File: src/rtl/piso_serializer.sv
// Parallel-in serial-out serializer with valid/ready load, hold buffer and shift strobe.
// Optional even-parity trailer bit enabled by defining PISO_PARITY_EN.
module piso_serializer #(
    parameter int WIDTH      = 8,
    parameter bit MSB_FIRST  = 1'b1,
    parameter bit IDLE_LEVEL = 1'b0
) (
    input  logic             clk,
    input  logic             reset,
    input  logic             load_valid,
    output logic             load_ready,
    input  logic [WIDTH-1:0] din,
    input  logic             shift_en,
    output logic             dout,
    output logic             dout_valid,
    output logic             busy,
    output logic             done
);

`ifdef PISO_PARITY_EN
    localparam int NBITS = WIDTH + 1;
`else
    localparam int NBITS = WIDTH;
`endif
    localparam int CW = $clog2(NBITS);
    localparam logic [CW-1:0] LAST_CNT = CW'(NBITS - 1);

    typedef enum logic {
        IDLE,
        SHIFT
    } state_e;

    state_e           state_q, state_d;
    logic [WIDTH-1:0] shreg_q, shreg_d;
    logic [WIDTH-1:0] hold_q, hold_d;
    logic             hold_full_q, hold_full_d;
    logic [CW-1:0]    cnt_q, cnt_d;
    logic             dout_q, dout_d;
    logic             vld_q, vld_d;
    logic             done_q, done_d;
`ifdef PISO_PARITY_EN
    logic             par_q, par_d;
`endif

    logic             accept;
    logic             last_edge;
    logic             load_en;
    logic [WIDTH-1:0] load_w;
    logic [WIDTH-1:0] shifted;

    function automatic logic first_bit(input logic [WIDTH-1:0] w);
        return MSB_FIRST ? w[WIDTH-1] : w[0];
    endfunction

    assign accept    = load_valid && !hold_full_q;
    assign last_edge = (state_q == SHIFT) && shift_en && (cnt_q == LAST_CNT);
    assign shifted   = MSB_FIRST ? (shreg_q << 1) : (shreg_q >> 1);

    always_comb begin
        state_d     = state_q;
        shreg_d     = shreg_q;
        hold_d      = hold_q;
        hold_full_d = hold_full_q;
        cnt_d       = cnt_q;
        dout_d      = dout_q;
        vld_d       = vld_q;
        done_d      = 1'b0;
        load_en     = 1'b0;
        load_w      = din;
`ifdef PISO_PARITY_EN
        par_d       = par_q;
`endif
        unique case (state_q)
            IDLE: begin
                load_en = accept;
            end
            SHIFT: begin
                if (last_edge) begin
                    done_d = 1'b1;
                    if (hold_full_q) begin
                        load_en     = 1'b1;
                        load_w      = hold_q;
                        hold_full_d = 1'b0;
                    end else if (accept) begin
                        load_en = 1'b1;
                    end else begin
                        state_d = IDLE;
                        dout_d  = IDLE_LEVEL;
                        vld_d   = 1'b0;
                        cnt_d   = '0;
                    end
                end else begin
                    if (shift_en) begin
                        cnt_d   = cnt_q + CW'(1);
                        shreg_d = shifted;
                        dout_d  = first_bit(shifted);
`ifdef PISO_PARITY_EN
                        // Data exhausted: the trailer carries the word's parity.
                        if (cnt_q == CW'(WIDTH - 1)) begin
                            dout_d = par_q;
                        end
`endif
                    end
                    if (accept) begin
                        hold_d      = din;
                        hold_full_d = 1'b1;
                    end
                end
            end
            default: state_d = IDLE;
        endcase
        if (load_en) begin
            state_d = SHIFT;
            shreg_d = load_w;
            cnt_d   = '0;
            dout_d  = first_bit(load_w);
            vld_d   = 1'b1;
`ifdef PISO_PARITY_EN
            par_d   = ^load_w;
`endif
        end
    end

    always_ff @(posedge clk) begin
        if (reset) begin
            state_q     <= IDLE;
            shreg_q     <= '0;
            hold_q      <= '0;
            hold_full_q <= 1'b0;
            cnt_q       <= '0;
            dout_q      <= IDLE_LEVEL;
            vld_q       <= 1'b0;
            done_q      <= 1'b0;
`ifdef PISO_PARITY_EN
            par_q       <= 1'b0;
`endif
        end else begin
            state_q     <= state_d;
            shreg_q     <= shreg_d;
            hold_q      <= hold_d;
            hold_full_q <= hold_full_d;
            cnt_q       <= cnt_d;
            dout_q      <= dout_d;
            vld_q       <= vld_d;
            done_q      <= done_d;
`ifdef PISO_PARITY_EN
            par_q       <= par_d;
`endif
        end
    end

    assign load_ready = !hold_full_q;
    assign dout       = dout_q;
    assign dout_valid = vld_q;
    assign busy       = (state_q == SHIFT) || hold_full_q;
    assign done       = done_q;

endmodule

File: config.mk
export PLATFORM = sky130hd
export DESIGN_NAME = piso_serializer
export DESIGN_NICKNAME = d
export VERILOG_FILES = /design/src/rtl/piso_serializer.sv
export SDC_FILE = /design/constraint.sdc
export NUM_CORES = 1
export LEC_CHECK = 0
export CORE_MARGIN = 3
export CORE_UTILIZATION = 30
export CTS_CLUSTER_DIAMETER = 100
export DETAILED_ROUTE_END_ITERATION = 6
export DONT_BUFFER_PORTS = 1
export PLACE_DENSITY = 0.43
export SLEW_MARGIN = 25
export SYNTH_ARGS = -nofsm -noshare
export SYNTH_HDL_FRONTEND = slang
export SYNTH_SLANG_ARGS = --single-unit
File: constraint.sdc
create_clock -name clk -period 1.8 [get_ports clk]
set_clock_uncertainty 0.15 [all_clocks]
set_input_delay 0.54 -clock clk [delete_from_list [all_inputs] [get_ports clk]]
set_output_delay 0.54 -clock clk [all_outputs]
set_load 0.02 [all_outputs]
; ---- Word level (Yosys, flattened, before mapping)
; Cells that the tools add are included.
[classes]
div_mod_pow = 0
n_bitwise = 2
n_mul = 0
n_eq_ne = 8
n_lt_le_gt_ge = 0
n_mux = 30
add_sub_neg = 1
shift = 0
reduce_logical = 19
[ops]
columns = cell, count
row1 = $mux 7, 4
row2 = $mux 8, 3
row3 = $mux 1, 18
row4 = $mux 3, 4
row5 = $reduce_and 4->1, 3
row6 = $reduce_bool 2->1, 5
row7 = $ne 2x1->1 const B, 3
row8 = $ne 3x2->1 const B, 2
row9 = $reduce_and 3->1, 2
row10 = $ne 2x2->1 const B, 2
row11 = $reduce_or 2->1, 2
row12 = $add 3x1->3 const B, 1
row13 = $eq 3x3->1 const B, 1
row14 = $logic_and 1x1->1, 3
row15 = $reduce_bool 3->1, 1
row16 = $not 1->1, 2
row17 = $pmux 1 s2, 1
row18 = $reduce_and 2->1, 1
row19 = $logic_not 1->1, 1
row20 = $logic_or 1x1->1, 1
[word_totals]
ram_bits = 0
n_memories = 0
word_cells = 68
input_bits = 12
out_inout_bits = 5
latchBits = 0
mem_bits_ro = 0
regBits = 23

; ---- Depth between registers and ports, before layout
; Gate-level depths: netlist of run 1.
[logic_depth]
ltp_word = 8
depth_mapped = 8
mapped_depth_nobuf = 6

; ---- Worst setup path before layout of run 1
; No wires, ideal clock.
[synth_path]
kind = flip-flop to flip-flop
startpoint = reg cnt_q[0]
endpoint = reg shreg_q[1]
path_stages_with_launch = 8
setup_ns = 0.132
period_less_slack_ns = 1.798
slack_ns = 0.002
arrival_time_ns = 1.516
path_buffers = 1
required_ns = 1.518
cell_sequence = dfxtp_1 -> ha_1 -> ha_1 -> buf_4 -> nand4_4 -> mux2_2 -> o211ai_1 -> a21oi_1
[synth_via]
elab_chain_len = 6
word_cells_on_any_way = 11
cone_classes = eq/ne (2) / mux (5) / reduce/logical (4)
[synth_lines]
columns = element, line_no
row1 = "start, declared", 37  ; logic [CW-1:0] cnt_q, cnt_d;
row2 = "start signal, assigned", 142  ; cnt_q <= cnt_d;
row3 = $eq 3x3->1 (*), 56  ; assign last_edge = (state_q == SHIFT) && shift_en && (cnt_q == LAST_CNT);
row4 = $logic_and 1x1->1 (*), 56
row5 = $mux 1, 78  ; if (last_edge) begin
row6 = $pmux 1 s2, 73  ; unique case (state_q)
row7 = $ne 2x1->1 (no line) or $reduce_bool 2->1 (tied branches), --
row8 = $reduce_and 3->1 (no line), --
row9 = "end signal, assigned", 139  ; shreg_q <= shreg_d;
row10 = "end, declared", 34  ; logic [WIDTH-1:0] shreg_q, shreg_d;
; Every way passes the cells marked *; elsewhere a longest branch is shown, timed or not.
; A chain may end at the register's enable or synchronous reset.

; ---- Worst setup path after layout of run 1
[layout_path]
startpoint = reg cnt_q[1]
endpoint = reg shreg_q[2]
; Same word-level chain as after synthesis.

==> results of run 1 <==
timing repair:
item / 4_1_cts / 5_1_grt
pin swaps: 1 / 4
hold buffers: 0 / 0
resized for setup: 3 / 8
endpoints found under the setup margin: 14 / 12
buffers inserted: 0 / 0
flip-flops by register name, summed over array words and instances (netlist names):
| register | cells |
|---|---|
| cnt_q | 3 |
| shreg_q | 7 |
| hold_full_q | 1 |
| done | 1 |
| dout | 1 |
| dout_valid | 1 |
| hold_q | 8 |
| state_q | 1 |
metrics by stage:
stage                     instance area [µm²]  total power, mW  instances
after floorplan                          1160            0.712        120
after global placement                   1230            0.742        167
after detailed placement                 1230            0.745        167
after CTS                                1280             1.07        171
after global routing                     1320             1.14        171
final                                    1320             1.06        171
path summary, 6_finish.rpt:
kind | from | to | slack, ns | cells past startpoint
setup reg to reg | cnt_q[1] | shreg_q[2] | 0.08 | 6
hold reg to reg | shreg_q[5] | shreg_q[5] | 0.30 | 2
setup / recovery | cnt_q[1] | shreg_q[2] | 0.08 | 6
hold / removal | reset | state_q | 0.18 | 1
layer usage:
layer | routed length (µm) | vias up | track usage
li1 | - | 448 | -
met1 | 1170 | 400 | 0.168
met2 | 1120 | 14 | 0.195
met3 | 135 | 4 | 0.0296
met4 | 29 | 0 | 0.0447
met5 | 0 | - | 0
power groups by stage:
stage	Combinational (mW)	Sequential [mW]	Clock, mW
after floorplan	0.146	0.566	0
after global placement	0.162	0.580	0
after detailed placement	0.164	0.581	0
after CTS	0.165	0.570	0.340
after global routing	0.183	0.576	0.378
final	0.163	0.570	0.325
critical path: cells and delay by family, from the launching register on:
kind	cells	cell delay, ns
flops	1	0.36
mux	1	0.35
fa+ha+maj	2	0.30
compound gates	2	0.27
simple gates	1	0.20
Yosys cell counts, drive strengths merged, types with 2 or more instances:
master	number
a211oi	2
mux2i	11
mux2	7
nor3	8
clkbuf	2
nor3b	2
dfxtp	23
ha	2
buf	4
inv	3
a21oi	9
nor2	12
nand2	10
o211ai	6
o21bai	6
o21ai	2
layout make-up:
type,count,share of cell area
well taps,46,0.0436
clock inverters,1,0.00380
clock buffers,3,0.0313
flip-flops and latches,23,0.353
multi-input cells,88,0.520
repair buffers,7,0.0398
inverters,3,0.00854
cell families after synthesis:
group / count (synthesis)
AOI/OAI and AO/OA: 32
adders and majority gates: 2
buffers and inverters: 9
DFF: 23
muxes: 18
and+or+nand+nor: 36
==> flow_summary.ini, run 1 <==
[yosys]
synth_cells = 120
synth_top_area_cell = dfxtp_1
synth_fp_nets = 134
synth_mux_area_frac = 0.163
synth_top_family_by_area = compound AO/OA/AOI/OAI gates
synth.distinct_cells = 30
ys_ff_latch = 23
synth_edf_count = 0
synth-simple-area-share = 0.163
yosysSeqAreaShare = 0.396
yosysTopAreaCellShare = 0.396
synthAdderAreaFrac = 0.0215
ys_warn_count = 0
syn_area_um2 = 1160
async_flop_share = 0
syn_area_per_cell_um2 = 9.69
synth_xor_area_frac = 0
synth_ff_type = dfxtp_1
synth-compound-area-share = 0.212
yosys-top-cells-area = dfxtp_1, mux2i_1, mux2_2

[setup_path]
worstPathArrival_ns = 1.73
crit_fanout = 8
crit_path_cell_trace = ha_4, ha_4, nand4_4, mux2_4, o211ai_1, a21oi_1
slowest_delay_ns = 0.36
crit_top_cell = ha_4
required_ns = 1.81
cp-end-kind = register
critPathSlowestCell = dfxtp_2
path_class = register to register
worstSetupStartpointType = register

[timing]
worst_pin_slew_ns = 0.401
post-route-min-period_ns = 1.72
setup_tns_ns = 0
slew_violations = 0
fin_ws_ns = 0.0767
rsz0062_at_grt = yes
max_freq_mhz = 580
relSlewSlack = 0.731
finalSetupViolCount = 0
hold_viol = 0
fin_crit_sh = 0.957
hold_ws_ns = 0.181

[route]
drcViolationCount = 0
post_drt_wl_per_cell_um = 14.4
via_per_inst = 5.06
drt-initial-drc-count = 38
postRouteAntennaNets = 0
wl_um = 2460
vias = 866
drt_pre_antenna_iters = 4

[clock_tree]
numCtsBuffers = 3
clkLatencyLatePin_ns = 0.26
cts-root-buf = clkbuf_8
clock-sinks = 23
cts.clk_slew.worst_paths_ns = 0.09
htreeDepth = 1
ctsLongestPathBuffers = 2
cts_tree = built

[cells_and_area]
synthToLayoutAreaGrowth_pct = 13.5
nFillCells = 375
drive_gt1_frac = 0.248
multi_input_area_um2 = 686
final_util = 0.375
register_area_um2 = 465
antenna_cells = 0
layout_commonest_cell = dfxtp_1
final_cell_mix = dfxtp_1, mux2i_1, nor2_1
final_net_count = 140

[pwr]
p_leak_nw = 0.478
powerDensity_nw_per_um2 = 803
p_int_mw = 0.772
seq_power_share = 0.539
p_sw_mw = 0.287
p_sw_frac = 0.271
power_frac_clock = 0.307
combPwrFrac = 0.154
worst_ir_drop_vdd_mv = 0.236

[placement]
preCtsSetupSlack_ns = -0.0544
io_buffers = 0
routabilityCongestion = 0.689
dp_hpwl_um = 1770

[run_status]
status = finished clean

[global_routing]
grt_usage = 0.125
grt_pass1_vias = 906
grt_start_max_net_pins = 24
grt_first_pass_wirelength_um = 4350
antenna_found_initial = 0
grt_remaining_overflow = 0

[floorplan]
ios = 17
row_count = 21
die_h_um = 68.2
die-area_um2 = 4660
die_width_um = 68.2
core_area_um2 = 3520
initial_core_util = 0.330

[hold_path]
hold_path_class = input port to register

[run]
drv_cap = 0
Note: power is estimated with default switching activity, not from simulation.
==> run 2, diff against run 1 <==
- CORE_MARGIN: 3 -> 1
- CORE_UTILIZATION: 30 -> 50
- CTS_CLUSTER_SIZE: not set -> 30
- PLACE_DENSITY: 0.43 -> 0.66
==> run 2 against run 1 <==
- power shrank 8.3%
- clock power decreased by 27%
- sequential share of layout area is 0.98 points higher
- die area shrank 46%
- cell count decreased by 9.9%
- fmax fell by 1.5%
- largest power group unchanged
- critical path type is now register to output pin
==> flow_summary.ini, run 2 (same netlist as run 1, synthesis figures left out) <==
[cells_and_area]
regMostFlops = hold_q
layout_commonest_cell = dfxtp_1
drive_gt1_frac = 0.246
synthToLayoutAreaGrowth_pct = 11.0
largest_reg_flops = 8
antenna_cells = 0
fin_area_um2 = 1290
final_net_count = 141
final_cell_mix = dfxtp_1, mux2i_1, nor2_1
top_regs = hold_q (8), shreg_q (7), cnt_q (3)
nFillCells = 198

[route]
drt-initial-drc-count = 13
postRouteAntennaNets = 0
post_drt_wl_per_cell_um = 14.5
wl_um = 2240
vias = 881
drcViolationCount = 0
via_per_inst = 5.72
drt_pre_antenna_iters = 4

[setup_path]
path_class = register to output pin
cp.buffers_inverters = 1
required_ns = 1.11
slowest_delay_ns = 0.41
r2r_start = cnt_q[1]
r2r_slack_ns = 0.06
worstPathArrival_ns = 1.06
worstSetupStartpointType = register
rr_worst_depth = 6
crit_path_cell_trace = nor2_2, inv_1
critPathSlowestCell = dfxtp_2
cp-end-kind = output pin
path_delay_family = flip-flops
timing.rr.end = shreg_q[4]
crit_fanout = 10

[timing]
slew_violations = 0
fin_crit_sh = 0.972
max_freq_mhz = 572
post-route-min-period_ns = 1.75
relSlewSlack = 0.739
hold_viol = 0
rsz0062_at_grt = yes
finalSetupViolCount = 0
fin_ws_ns = 0.0510
worst_pin_slew_ns = 0.390

[clock_tree]
clkLatencyLatePin_ns = 0.31
cts_tree = built
cts.clk_slew.worst_paths_ns = 0.13
cts_hold_buf = 0
cts-root-buf = clkbuf_4
postCtsSetupBuffers = 0
clock-sinks = 23
htreeDepth = 1
numCtsBuffers = 3
ctsLongestPathBuffers = 2

[pwr]
p_sw_frac = 0.279
combPwrFrac = 0.170
p_int_mw = 0.700
p_leak_nw = 0.475
powerDensity_nw_per_um2 = 753
worst_ir_drop_vdd_mv = 0.512
p_sw_mw = 0.271
power_frac_clock = 0.245
seq_power_share = 0.585

[floorplan]
row_count = 17
core_area_um2 = 2190
die_h_um = 50.2
die_width_um = 50.2
die-area_um2 = 2520
ios = 17
initial_core_util = 0.531

[global_routing]
grt_usage = 0.201
grt_start_max_net_pins = 24
grt_pass1_vias = 856
grt_first_pass_wirelength_um = 3760
grt_remaining_overflow = 0
antenna_found_initial = 0

[hold_path]
hold_end = hold_q[7]
hold_start = reset
hold_path_class = input port to register
hold_path_depth = 1

[placement]
placed_cell_area_um2 = 1220
dp_hpwl_um = 1580
preCtsSetupSlack_ns = -0.0481
io_buffers = 0
routabilityCongestion = 0.894

[run]
drv_cap = 0

[run_status]
status = finished clean
[run 2: repair_timing]
item	4_1_cts	5_1_grt
gates resized for setup	4	8
setup endpoints to repair	18	18
pin swaps	1	4
[run 2: worst max-delay path by stage]
| stage | from | endpoint | slack (ns) | depth (start not counted) |
|---|---|---|---|---|
| 2_1_floorplan | cnt_q[0] | shreg_q[1] | 0.002 | 7 |
| 3_3_place_gp | cnt_q[1] | shreg_q[3] | 0.02 | 6 |
| 3_5_place_dp | cnt_q[1] | shreg_q[1] | -0.05 | 6 |
| 4_1_cts | state_q | busy | 0.008 | 2 |
| 5_1_grt | cnt_q[1] | shreg_q[4] | -0.06 | 6 |
| 6_report | state_q | busy | 0.05 | 2 |
[run 2: power by group through the flow]
stage | combinational (mW) | sequential [mW] | clock, mW
global route | 0.183 | 0.573 | 0.269
floorplan | 0.146 | 0.566 | 0
global placement | 0.157 | 0.578 | 0
CTS | 0.161 | 0.569 | 0.248
finish | 0.165 | 0.569 | 0.238
detailed placement | 0.160 | 0.580 | 0
[run 2: layer usage]
layer	global-route usage	up-vias	share of wire
met5	0	-	0
met4	0.0857	0	0.0076
met3	0.0394	2	0.028
met2	0.340	11	0.48
met1	0.244	418	0.48
li1	-	450	-
[run 2: area by class of cell]
type | instances | area (µm²) | area share
Multi-Input combinational cell | 88 | 688 | 0.533
Sequential cell | 23 | 468 | 0.363
Timing Repair Buffer | 8 | 60.1 | 0.0466
Tap cell | 28 | 35.0 | 0.0272
Clock buffer | 3 | 22.5 | 0.0175
Inverter | 3 | 11.3 | 0.00873
Clock inverter | 1 | 5.00 | 0.00388
[run 2: stage by stage]
step | TNS (ns) | hold slack, ns | instances | util | power [mW]
2_1_floorplan | 0 | 0.283 | 120 | - | 0.712
3_3_place_gp | 0 | 0.288 | 150 | 0.555 | 0.735
3_5_place_dp | -0.230 | 0.289 | 150 | 0.555 | 0.740
4_1_cts | 0 | 0.117 | 154 | 0.571 | 0.978
5_1_grt | -0.191 | 0.0989 | 154 | 0.589 | 1.03
6_report | 0 | 0.130 | 154 | 0.589 | 0.971
